[config.mk]
export PLATFORM = sky130hd
export DESIGN_NAME = step_sequencer_flat
export DESIGN_NICKNAME = d
export VERILOG_FILES = /design/src/rtl/step_sequencer_if.sv /design/src/rtl/step_sequencer.sv /design/src/flat_wrapper.sv
export SDC_FILE = /design/constraint.sdc
export NUM_CORES = 1
export LEC_CHECK = 0
export BUFFER_PORTS_ARGS = -buffer_cell sky130_fd_sc_hd__buf_4
export CAP_MARGIN = 0
export CORE_MARGIN = 2
export CORE_UTILIZATION = 25
export DETAILED_ROUTE_END_ITERATION = 16
export PLACE_DENSITY = 0.41
export SLEW_MARGIN = 20
export SYNTH_ARGS = -nofsm -noshare
export SYNTH_HDL_FRONTEND = slang
export SYNTH_SLANG_ARGS = --single-unit
[constraint.sdc]
create_clock -name int_clk -period 5.7 [get_ports int_clk]
set_input_delay 0.57 -clock int_clk [delete_from_list [all_inputs] [get_ports int_clk]]
set_output_delay 0.57 -clock int_clk [all_outputs]
set_load 0.01 [all_outputs]
[src/rtl/step_sequencer_if.sv]
// Command/driver bundle for step_sequencer.
// slave  : the sequencer itself (takes commands and the raw step clock, drives STEP/DIR/status).
// master : whoever issues moves and observes status.
//   start_i, target_steps_i, abort_i : move command
//   step_req_i                       : raw step clock from the profile generator (async)
//   enable_o                         : gate back to the profile generator
//   step_o, dir_o                    : driver pins
//   busy_o, done_o, overrun_o        : status
//   position_o                       : signed absolute position
interface step_sequencer_if;
  logic        start_i;
  logic [31:0] target_steps_i;
  logic        abort_i;
  logic        step_req_i;
  logic        enable_o;
  logic        step_o;
  logic        dir_o;
  logic        busy_o;
  logic        done_o;
  logic        overrun_o;
  logic [31:0] position_o;

  modport slave (
    input  start_i, target_steps_i, abort_i, step_req_i,
    output enable_o, step_o, dir_o, busy_o, done_o, overrun_o, position_o
  );

  modport master (
    output start_i, target_steps_i, abort_i, step_req_i,
    input  enable_o, step_o, dir_o, busy_o, done_o, overrun_o, position_o
  );
endinterface

[src/rtl/step_sequencer.sv]
// STEP/DIR pulse sequencer between the motion-profile generator and the stepper driver.
// Counts out a signed relative move, enforces DIR setup and STEP high/low widths, keeps
// absolute position and flags lost step requests.
// Ports:
//   int_clk   : 1 MHz block clock
//   reset_n_i : asynchronous active-low reset
//   bus_io    : step_sequencer_if.slave (command, raw step clock, driver pins, status)
// All outputs are flops fed from the current state, so they trail the state register by one
// cycle; every output therefore lines up with the state it describes and is glitch-free.
module step_sequencer #(
  parameter int unsigned DIR_SETUP  = 2,
  parameter int unsigned PULSE_HIGH = 2,
  parameter int unsigned PULSE_LOW  = 2
) (
  input logic             int_clk,
  input logic             reset_n_i,
  step_sequencer_if.slave bus_io
);

  typedef enum logic [2:0] {StIdle, StSetup, StWait, StHigh, StLow, StDone} state_e;

  state_e      state_q, state_d;
  logic        sync1_q, sync2_q, sync3_q;
  logic [31:0] cnt_q, cnt_d;
  logic [31:0] remaining_q, remaining_d;
  logic [31:0] pos_q, pos_d;
  logic        dir_lat_q, dir_lat_d;
  logic        pending_q, pending_d;
  logic        overrun_q, overrun_d;
  logic        abort_seen_q, abort_seen_d;

  logic        enable_q, enable_d;
  logic        step_q, step_d;
  logic        dir_q, dir_d;
  logic        busy_q, busy_d;
  logic        done_q, done_d;
  logic [31:0] position_q, position_d;

  logic        req_edge;
  logic        start_ok;
  logic        enter_high;
  logic [31:0] target_mag;

  assign req_edge   = sync2_q & ~sync3_q;
  // Abort beats start when both arrive in IDLE.
  assign start_ok   = (state_q == StIdle) && bus_io.start_i && !bus_io.abort_i;
  // -2^31 negates to itself, which read unsigned is the required 2^31.
  assign target_mag = bus_io.target_steps_i[31] ? (~bus_io.target_steps_i + 32'd1)
                                                : bus_io.target_steps_i;
  assign enter_high = (state_d == StHigh) && (state_q != StHigh);

  // State register plus datapath and output flops.
  always_ff @(posedge int_clk or negedge reset_n_i) begin
    if (!reset_n_i) begin
      state_q      <= StIdle;
      sync1_q      <= 1'b0;
      sync2_q      <= 1'b0;
      sync3_q      <= 1'b0;
      cnt_q        <= '0;
      remaining_q  <= '0;
      pos_q        <= '0;
      dir_lat_q    <= 1'b0;
      pending_q    <= 1'b0;
      overrun_q    <= 1'b0;
      abort_seen_q <= 1'b0;
      enable_q     <= 1'b0;
      step_q       <= 1'b0;
      dir_q        <= 1'b0;
      busy_q       <= 1'b0;
      done_q       <= 1'b0;
      position_q   <= '0;
    end else begin
      state_q      <= state_d;
      sync1_q      <= bus_io.step_req_i;
      sync2_q      <= sync1_q;
      sync3_q      <= sync2_q;
      cnt_q        <= cnt_d;
      remaining_q  <= remaining_d;
      pos_q        <= pos_d;
      dir_lat_q    <= dir_lat_d;
      pending_q    <= pending_d;
      overrun_q    <= overrun_d;
      abort_seen_q <= abort_seen_d;
      enable_q     <= enable_d;
      step_q       <= step_d;
      dir_q        <= dir_d;
      busy_q       <= busy_d;
      done_q       <= done_d;
      position_q   <= position_d;
    end
  end

  // Next-state logic.
  always_comb begin
    state_d = state_q;
    unique case (state_q)
      StIdle: begin
        if (start_ok) state_d = (target_mag == 32'd0) ? StDone : StSetup;
      end
      StSetup: begin
        if (bus_io.abort_i)                state_d = StIdle;
        else if (cnt_q == DIR_SETUP - 1)   state_d = StWait;
      end
      StWait: begin
        if (bus_io.abort_i) state_d = StIdle;
        else if (req_edge)  state_d = StHigh;
      end
      StHigh: begin
        if (cnt_q == PULSE_HIGH - 1) state_d = StLow;
      end
      StLow: begin
        if (cnt_q == PULSE_LOW - 1) begin
          if (abort_seen_q || bus_io.abort_i) state_d = StIdle;
          else if (remaining_q == 32'd0)      state_d = StDone;
          else if (pending_q || req_edge)     state_d = StHigh;
          else                                state_d = StWait;
        end
      end
      StDone:  state_d = StIdle;
      default: state_d = StIdle;
    endcase
  end

  // Datapath next-state: timers, step bookkeeping, pending/overrun tracking.
  always_comb begin
    cnt_d        = (state_d != state_q) ? 32'd0 : cnt_q + 32'd1;
    remaining_d  = remaining_q;
    pos_d        = pos_q;
    dir_lat_d    = dir_lat_q;
    pending_d    = pending_q;
    overrun_d    = overrun_q;
    abort_seen_d = abort_seen_q;

    if (start_ok) begin
      remaining_d  = target_mag;
      pending_d    = 1'b0;
      overrun_d    = 1'b0;
      abort_seen_d = 1'b0;
      if (target_mag != 32'd0) dir_lat_d = ~bus_io.target_steps_i[31];
    end

    if (enter_high) begin
      remaining_d = remaining_q - 32'd1;
      pos_d       = dir_lat_q ? pos_q + 32'd1 : pos_q - 32'd1;
    end

    if ((state_q == StHigh) || (state_q == StLow)) begin
      if (req_edge) begin
        // One-deep buffer; a second edge while it is full is dropped for good.
        if (pending_q) overrun_d = 1'b1;
        else           pending_d = 1'b1;
      end
      if (bus_io.abort_i) abort_seen_d = 1'b1;
    end

    // Any step taken straight out of LOW consumes the buffered (or coincident) edge.
    if ((state_q == StLow) && (state_d == StHigh)) pending_d = 1'b0;

    if (state_d == StIdle) begin
      pending_d    = 1'b0;
      abort_seen_d = 1'b0;
    end
  end

  // Output logic, registered one cycle behind the state.
  always_comb begin
    busy_d     = (state_q != StIdle);
    done_d     = (state_q == StDone);
    step_d     = (state_q == StHigh);
    dir_d      = dir_lat_q;
    position_d = pos_q;
    // remaining_q hits 0 on the cycle the last pulse starts, so enable drops with that rise.
    enable_d   = ((state_q == StWait) || (state_q == StHigh) || (state_q == StLow)) &&
                 (remaining_q != 32'd0) && !abort_seen_q && !bus_io.abort_i;
  end

  assign bus_io.enable_o   = enable_q;
  assign bus_io.step_o     = step_q;
  assign bus_io.dir_o      = dir_q;
  assign bus_io.busy_o     = busy_q;
  assign bus_io.done_o     = done_q;
  assign bus_io.overrun_o  = overrun_q;
  assign bus_io.position_o = position_q;

endmodule

[src/flat_wrapper.sv]
// flat-port wrapper written by rule: the top's interface ports become plain ports
module step_sequencer_flat 
#(
  parameter int unsigned DIR_SETUP  = 2,
  parameter int unsigned PULSE_HIGH = 2,
  parameter int unsigned PULSE_LOW  = 2
)
  (int_clk, reset_n_i, bus_io_start_i, bus_io_target_steps_i, bus_io_abort_i, bus_io_step_req_i, bus_io_enable_o, bus_io_step_o, bus_io_dir_o, bus_io_busy_o, bus_io_done_o, bus_io_overrun_o, bus_io_position_o);
  step_sequencer_if bus_io_i ();
  input logic int_clk;
  input logic reset_n_i;
  input wire logic [$bits(bus_io_i.start_i)-1:0] bus_io_start_i;
  input wire logic [$bits(bus_io_i.target_steps_i)-1:0] bus_io_target_steps_i;
  input wire logic [$bits(bus_io_i.abort_i)-1:0] bus_io_abort_i;
  input wire logic [$bits(bus_io_i.step_req_i)-1:0] bus_io_step_req_i;
  output wire logic [$bits(bus_io_i.enable_o)-1:0] bus_io_enable_o;
  output wire logic [$bits(bus_io_i.step_o)-1:0] bus_io_step_o;
  output wire logic [$bits(bus_io_i.dir_o)-1:0] bus_io_dir_o;
  output wire logic [$bits(bus_io_i.busy_o)-1:0] bus_io_busy_o;
  output wire logic [$bits(bus_io_i.done_o)-1:0] bus_io_done_o;
  output wire logic [$bits(bus_io_i.overrun_o)-1:0] bus_io_overrun_o;
  output wire logic [$bits(bus_io_i.position_o)-1:0] bus_io_position_o;
  assign bus_io_i.start_i = bus_io_start_i;
  assign bus_io_i.target_steps_i = bus_io_target_steps_i;
  assign bus_io_i.abort_i = bus_io_abort_i;
  assign bus_io_i.step_req_i = bus_io_step_req_i;
  assign bus_io_enable_o = bus_io_i.enable_o;
  assign bus_io_step_o = bus_io_i.step_o;
  assign bus_io_dir_o = bus_io_i.dir_o;
  assign bus_io_busy_o = bus_io_i.busy_o;
  assign bus_io_done_o = bus_io_i.done_o;
  assign bus_io_overrun_o = bus_io_i.overrun_o;
  assign bus_io_position_o = bus_io_i.position_o;
  step_sequencer #(.DIR_SETUP(DIR_SETUP), .PULSE_HIGH(PULSE_HIGH), .PULSE_LOW(PULSE_LOW)) u_core (.int_clk(int_clk), .reset_n_i(reset_n_i), .bus_io(bus_io_i));
endmodule
==> impl_metrics.py, run 1 <==
metrics = {
    "yosys": {
        "synth_enable_flop_cells": 0,
        "synth_cell_type_count": 76,
        "syn_avg_cell_area_sq_um": 9.00,
        "yosys.area_share.simple": 0.213,
        "synth_top_cell_by_area": "dfrtp_1",
        "yosysSeqAreaShare": 0.420,
        "synth-xor-area-share": 0.0905,
        "synth_ff_type": "dfrtp_1",
        "ys_warn_count": 0,
        "synthTopCellsByArea": "dfrtp_1, ha_1, xor2_1, nor2_1, xnor2_1",
        "synth-seq-cells": 143,
        "yosysTopAreaCellShare": 0.420,
        "synth_compound_area_frac": 0.186,
        "async_reset_ff_frac": 1.00,
        "synth_mux_area_frac": 0.00852,
        "syn-num-nets": 1019,
        "synth_fa_ha_area_frac": 0.0538,
        "synthesis.area_sq_um": 8520,
        "synth_top_family_by_area": "simple AND/OR/NAND/NOR gates",
        "netlist_instances": 946,
    },
    "clocking": {
        "cts_buffers": 17,
        "cts-root-buf": "clkbuf_16",
        "clk_latency_ns": 0.42,
        "cts_setup_buffers": 0,
        "cts_max_level": 4,
        "clk_pin_slew_ns": 0.06,
        "clockBufferDepth": 2,
        "cts-hold-fix-buffers": 0,
        "cts_tree": "yes",
        "clock-sinks": 143,
        "cts.repair.resized": 0,
    },
    "cells_and_area": {
        "fin_nets": 1080,
        "syn2layout_area_growth_pct": 19.2,
        "final_area_sq_um": 10200,
        "n_antenna_cell": 0,
        "layout_common_cells": "dfrtp_1, nor2_1, nand2_1",
        "multi_input_comb_area_sq_um": 4710,
        "drive_above_1_share": 0.136,
        "layout_commonest_cell": "dfrtp_1",
        "register_area_sq_um": 3580,
        "fill_cells": 3620,
    },
    "timing": {
        "tightest_slew_ns": 0.943,
        "slew_headroom": 0.362,
        "skew_ns": 0.0142,
        "rsz0062_at_grt": "no",
        "period_share": 0.705,
        "max_freq_mhz": 249,
        "period_minus_slack_ns": 4.02,
        "hold_viol": 0,
        "setup_viol": 0,
        "report.final.slew_viol_count": 0,
        "finalSetupTns_ns": 0,
    },
    "worst_setup_path": {
        "r2r_slack_ns": 1.68,
        "r2r_end": "u_core.remaining_q[6]$_DFFE_PN0P_",
        "slowest_delay_ns": 0.75,
        "critPathArrivalTime_ns": 4.32,
        "critPathRequiredTime_ns": 6.00,
        "reg2reg_depth": 8,
        "cpMaxStageDelayCell": "and2_1",
        "path_class": "flip-flop to flip-flop",
        "regToRegStartpoint": "u_core.remaining_q[25]$_DFFE_PN0P_",
        "startpoint_type": "flip-flop",
        "crit_fanout": 49,
        "path_cells": "or4_1, nor4_1, a31oi_1, o31ai_1, a211o_2, and2_1, nor2_1, o221a_2",
        "end_kind": "flip-flop",
    },
    "floorplanning": {
        "die_area_sq_um": 35600,
        "top_level_ports": 75,
        "start_util": 0.254,
        "fp.dieH_um": 189,
        "fp.dieW_um": 189,
        "num_rows": 67,
        "design.core.area_sq_um": 33500,
    },
    "power": {
        "fin_total_pwr_mw": 5.21,
        "power.density_nw_per_um2": 513,
        "power_leakage_nw": 4.33,
        "combPwrFrac": 0.453,
        "p_clk_frac": 0.227,
        "p_sw_frac": 0.400,
        "p_int_mw": 3.12,
        "seqPwrFrac": 0.320,
        "ir_worst_vdd_uv": 190,
        "p_switching_mw": 2.09,
    },
    "hold_path": {
        "hp-class": "input port to asynchronous set/reset pin",
    },
    "flow_run": {
        "drv_cap": 0,
    },
    "drt": {
        "route.detailed.drc": 0,
        "drt-total-wl_um": 21900,
        "routedWlPerCell_um": 14.9,
        "vias": 6978,
        "drtIter0Drc": 448,
        "ant_nets": 0,
        "vias_per_cell": 4.75,
        "drtPass1Iterations": 5,
    },
    "global_routing": {
        "grt_usage": 0.128,
        "grt.overflow.total": 0,
        "grt_start_max_net_pins": 99,
        "grt_pass1_wl_um": 37100,
        "grt_pass1_vias": 7030,
        "antenna_found_initial": 0,
    },
    "placed_design": {
        "postPlaceCellArea_sq_um": 9530,
        "port-buffer-count": 74,
        "gp_congestion": 0.823,
        "hpwl_um": 15700,
    },
    "run_status": {
        "status": "finished clean",
    },
}
-- registers in the layout, summed over array words and instances (netlist names), 3 cells and up --
name / cells
u_core.cnt_q: 32
u_core.state_q: 3
u_core.pos_q: 32
u_core.remaining_q: 32
u_core.bus_io.position_o: 32
-- worst max-delay path: cells and delay by family, from the launching register on --
kind | cells | cell delay [ns]
simple gates | 4 | 1.94
compound gates | 4 | 1.49
flops | 1 | 0.43
-- cells by family (layout without fill, tap and decap cells) --
kind of cell	after synthesis	in the layout
compound gates	245	245
fa+ha+maj	36	36
xor+xnor	88	88
flops	143	143
mux	7	7
simple gates	367	367
buf+inv	60	134
-- synthesized netlist by cell type, types with 4 or more instances --
library cell	count
nand2b_1	6
nand3_1	24
a31oi_1	7
clkbuf_1	33
mux2i_1	5
or2_2	9
nor4b_1	4
o21bai_1	6
o31ai_1	12
nor3b_1	4
or3_1	8
o21a_1	4
nor3_1	31
nor2b_1	5
and2_1	5
o211ai_1	8
a211oi_1	5
a21o_1	13
nand2_1	97
and3_1	16
dfrtp_1	143
xor2_1	46
a21oi_1	61
a211o_1	10
nand4_1	15
a221oi_1	4
or4_1	5
o21ai_0	70
inv_1	24
nor4_1	18
o41ai_1	7
a311oi_1	4
ha_1	35
xnor2_1	42
nor2_1	101
-- area by class of cell --
cell class	instances	area share
Multi-Input combinational cell	743	0.464
Tap cell	448	0.0552
Inverter	24	0.00887
Clock inverter	8	0.0124
Clock buffer	24	0.0494
Timing Repair Buffer	78	0.0580
Sequential cell	143	0.352
-- worst max-delay path by stage --
stage / from / end / slack, ns / cells after the start
2_1_floorplan: u_core.dir_d$_DFFE_PN0P_ / u_core.pos_q[31]$_DFFE_PN0N_ / 2.25 / 12
3_3_place_gp: bus_io_target_steps_i[0] / u_core.dir_d$_DFFE_PN0P_ / 1.61 / 12
3_5_place_dp: bus_io_target_steps_i[0] / u_core.dir_d$_DFFE_PN0P_ / 1.67 / 12
4_1_cts: u_core.remaining_q[25]$_DFFE_PN0P_ / u_core.remaining_q[30]$_DFFE_PN0P_ / 1.65 / 9
5_1_grt: u_core.remaining_q[25]$_DFFE_PN0P_ / u_core.remaining_q[30]$_DFFE_PN0P_ / 1.30 / 9
6_report: u_core.remaining_q[25]$_DFFE_PN0P_ / u_core.remaining_q[6]$_DFFE_PN0P_ / 1.68 / 8
-- power by group through the flow --
stage          clock network (mW)  registers [mW]  logic (mW)
2_1_floorplan                   0            1.64        1.71
3_3_place_gp                    0            1.70        2.40
3_5_place_dp                    0            1.69        2.38
4_1_cts                      1.23            1.67        2.40
5_1_grt                      1.27            1.73        2.69
6_report                     1.18            1.67        2.36
-- metal layers --
metal  global-route usage  wire length (um)  vias to the layer above
met5                    0                 0                        -
met1                0.185             11200                     3314
li1                     -                 -                     3553
met4               0.0352               167                        0
met3               0.0212               573                        9
met2                0.197              9900                      102
-- stage by stage --
step | utilization | setup slack (ns) | hold WS, ns | std cells
after floorplan | - | 2.25 | 0.274 | 946
after global placement | 0.284 | 1.61 | 0.332 | 1436
after detailed placement | 0.284 | 1.67 | 0.336 | 1436
after CTS | 0.303 | 1.65 | 0.238 | 1468
after global routing | 0.303 | 1.30 | 0.237 | 1468
final | 0.303 | 1.68 | 0.255 | 1468
Note: power is estimated with default switching activity, not from simulation.
==> run 2, diff against run 1 <==
==> constraint.sdc (replaced) <==
create_clock -name int_clk -period 3.96 [get_ports int_clk]
set_input_delay 0.396 -clock int_clk [delete_from_list [all_inputs] [get_ports int_clk]]
set_output_delay 0.396 -clock int_clk [all_outputs]
set_load 0.01 [all_outputs]
==> run 2 against run 1 <==
  * The flow now finishes with violations (hold timing)
  * Maximum frequency rose by 14%
  * Register-to-register slack got worse by 1.2 ns
  * Sequential cell count did not move
  * Combinational power rose by 48%
  * Sequential power rose by 43%
  * Total power rose by 43%
  * First-iteration DRC count fell by 8.5%
  * Via count rose by 2.3%
  * Critical path type unchanged
==> impl_metrics.py, run 2 (same netlist as run 1, synthesis figures left out) <==
metrics = {
    "drt": {
        "vias_per_cell": 4.81,
        "vias": 7138,
        "drtPass1Iterations": 6,
        "route.detailed.drc": 0,
        "routedWlPerCell_um": 15.0,
        "drt-total-wl_um": 22200,
        "ant_nets": 0,
        "drtIter0Drc": 410,
    },
    "timing": {
        "hold_viol": 1,
        "setup_viol": 0,
        "finalSetupTns_ns": 0,
        "skew_ns": 0.00934,
        "tightest_slew_ns": 0.903,
        "slew_headroom": 0.398,
        "period_share": 0.888,
        "fin_ws_ns": 0.442,
        "holdWs_ns": -0.0000767,
        "rsz0062_at_grt": "no",
        "period_minus_slack_ns": 3.52,
        "report.final.slew_viol_count": 0,
        "max_freq_mhz": 284,
    },
    "placed_design": {
        "port-buffer-count": 74,
        "dp_slack_ns": 0.205,
        "hpwl_um": 16100,
        "gp_congestion": 0.816,
    },
    "clocking": {
        "cts_tree": "yes",
        "clock-sinks": 143,
        "cts_buffers": 17,
        "clk_pin_slew_ns": 0.06,
        "cts-hold-fix-buffers": 0,
        "cts_max_level": 4,
        "cts-root-buf": "clkbuf_16",
        "clk_latency_ns": 0.43,
        "clockBufferDepth": 2,
    },
    "cells_and_area": {
        "syn2layout_area_growth_pct": 20.1,
        "fill_cells": 3639,
        "drive_above_1_share": 0.150,
        "layout_common_cells": "dfrtp_1, nor2_1, nand2_1",
        "layout_commonest_cell": "dfrtp_1",
        "fin_nets": 1096,
        "n_antenna_cell": 0,
    },
    "run_status": {
        "status": "finished, violations left",
        "violations": "hold timing",
    },
    "global_routing": {
        "grt_pass1_vias": 7035,
        "grt.overflow.total": 0,
        "grt_usage": 0.129,
        "grt_pass1_wl_um": 37200,
        "grt_start_max_net_pins": 79,
        "antenna_found_initial": 0,
    },
    "power": {
        "ir_worst_vdd_uv": 295,
        "power_leakage_nw": 4.37,
        "power.density_nw_per_um2": 729,
    },
    "worst_setup_path": {
        "crit_start": "u_core.remaining_q[21]$_DFFE_PN0P_",
        "cpMaxStageDelayCell": "or3_2",
        "cpMostUsedCell": "buf_4",
        "crit_fanout": 39,
        "critical_path_buf_inv_count": 2,
        "path_class": "flip-flop to flip-flop",
        "cpLargestDelayFamily": "compound AO/OA/AOI/OAI gates",
        "critPathRequiredTime_ns": 4.25,
        "path_cells": "or3_2, nor4_2, a31oi_1, o31ai_1, a211o_2, buf_4, buf_4, o21ai_0",
        "critPathArrivalTime_ns": 3.81,
        "regToRegStartpoint": "u_core.remaining_q[21]$_DFFE_PN0P_",
        "slowest_delay_ns": 0.60,
        "end_kind": "flip-flop",
        "startpoint_type": "flip-flop",
    },
    "floorplanning": {
        "num_rows": 67,
        "start_util": 0.254,
        "fp.dieH_um": 189,
        "top_level_ports": 75,
        "fp.dieW_um": 189,
        "design.core.area_sq_um": 33500,
        "die_area_sq_um": 35600,
    },
    "flow_run": {
        "drv_cap": 0,
    },
    "hold_path": {
        "hp-class": "input port to asynchronous set/reset pin",
    },
}
==> run 2: final cells by class <==
| class | instances | area [sq um] | share of cell area |
|---|---|---|---|
| inverters | 24 | 90.1 | 0.00881 |
| flip-flops and latches | 143 | 3580 | 0.350 |
| clock buffers | 21 | 450 | 0.0441 |
| clock inverters | 11 | 116 | 0.0114 |
| repair buffers | 94 | 709 | 0.0694 |
| multi-input cells | 743 | 4720 | 0.462 |
| well taps | 448 | 561 | 0.0548 |
==> run 2: stage by stage <==
step	power, mW	area (sq um)	hold WS (ns)	std cells	util
finish	7.45	10200	-0.0000767	1484	0.305
global route	8.12	10200	0.0566	1484	0.305
CTS	7.56	10200	0.0301	1484	0.305
detailed placement	5.94	9650	0.337	1452	0.288
global placement	5.96	9650	0.332	1452	0.288
floorplan	4.82	8520	0.100	946	-
==> run 2: power breakdown <==
part	internal, mW	leakage, nW	switching [mW]	total, mW
Combinational	1.51	2.30	1.97	3.49
Clock	0.938	0.273	0.629	1.57
Sequential	1.96	1.79	0.433	2.39
Total	4.41	4.37	3.04	7.45
==> run 2: routing by layer <==
layer / vias to the layer above / part of all wire / global-route usage
met4: 0 / 0.011 / 0.0385
met5: - / 0 / 0
li1: 3595 / - / -
met3: 14 / 0.034 / 0.0201
met1: 3394 / 0.50 / 0.184
met2: 135 / 0.45 / 0.202
==> run 2: repair_timing <==
action	in CTS	in global routing
resized for setup	0	2
endpoints found under the setup margin	0	1
buffers inserted	0	0
==> run 2: worst paths after layout <==
path | end | slack [ns] | depth (start not counted)
hold reg to reg | u_core.sync2_q$_DFF_PN0_ | 0.35 | 0
setup reg to reg | u_core.pos_q[8]$_DFFE_PN0N_ | 0.44 | 8
max in group asynchronous | u_core.pos_q[23]$_DFFE_PN0N_ | 3.01 | 2
hold / removal | u_core.bus_io.position_o[3]$_DFF_PN0_ | -0.00008 | 1
min in group int_clk | u_core.sync1_q$_DFF_PN0_ | 0.08 | 1
setup / recovery | u_core.pos_q[8]$_DFFE_PN0N_ | 0.44 | 8
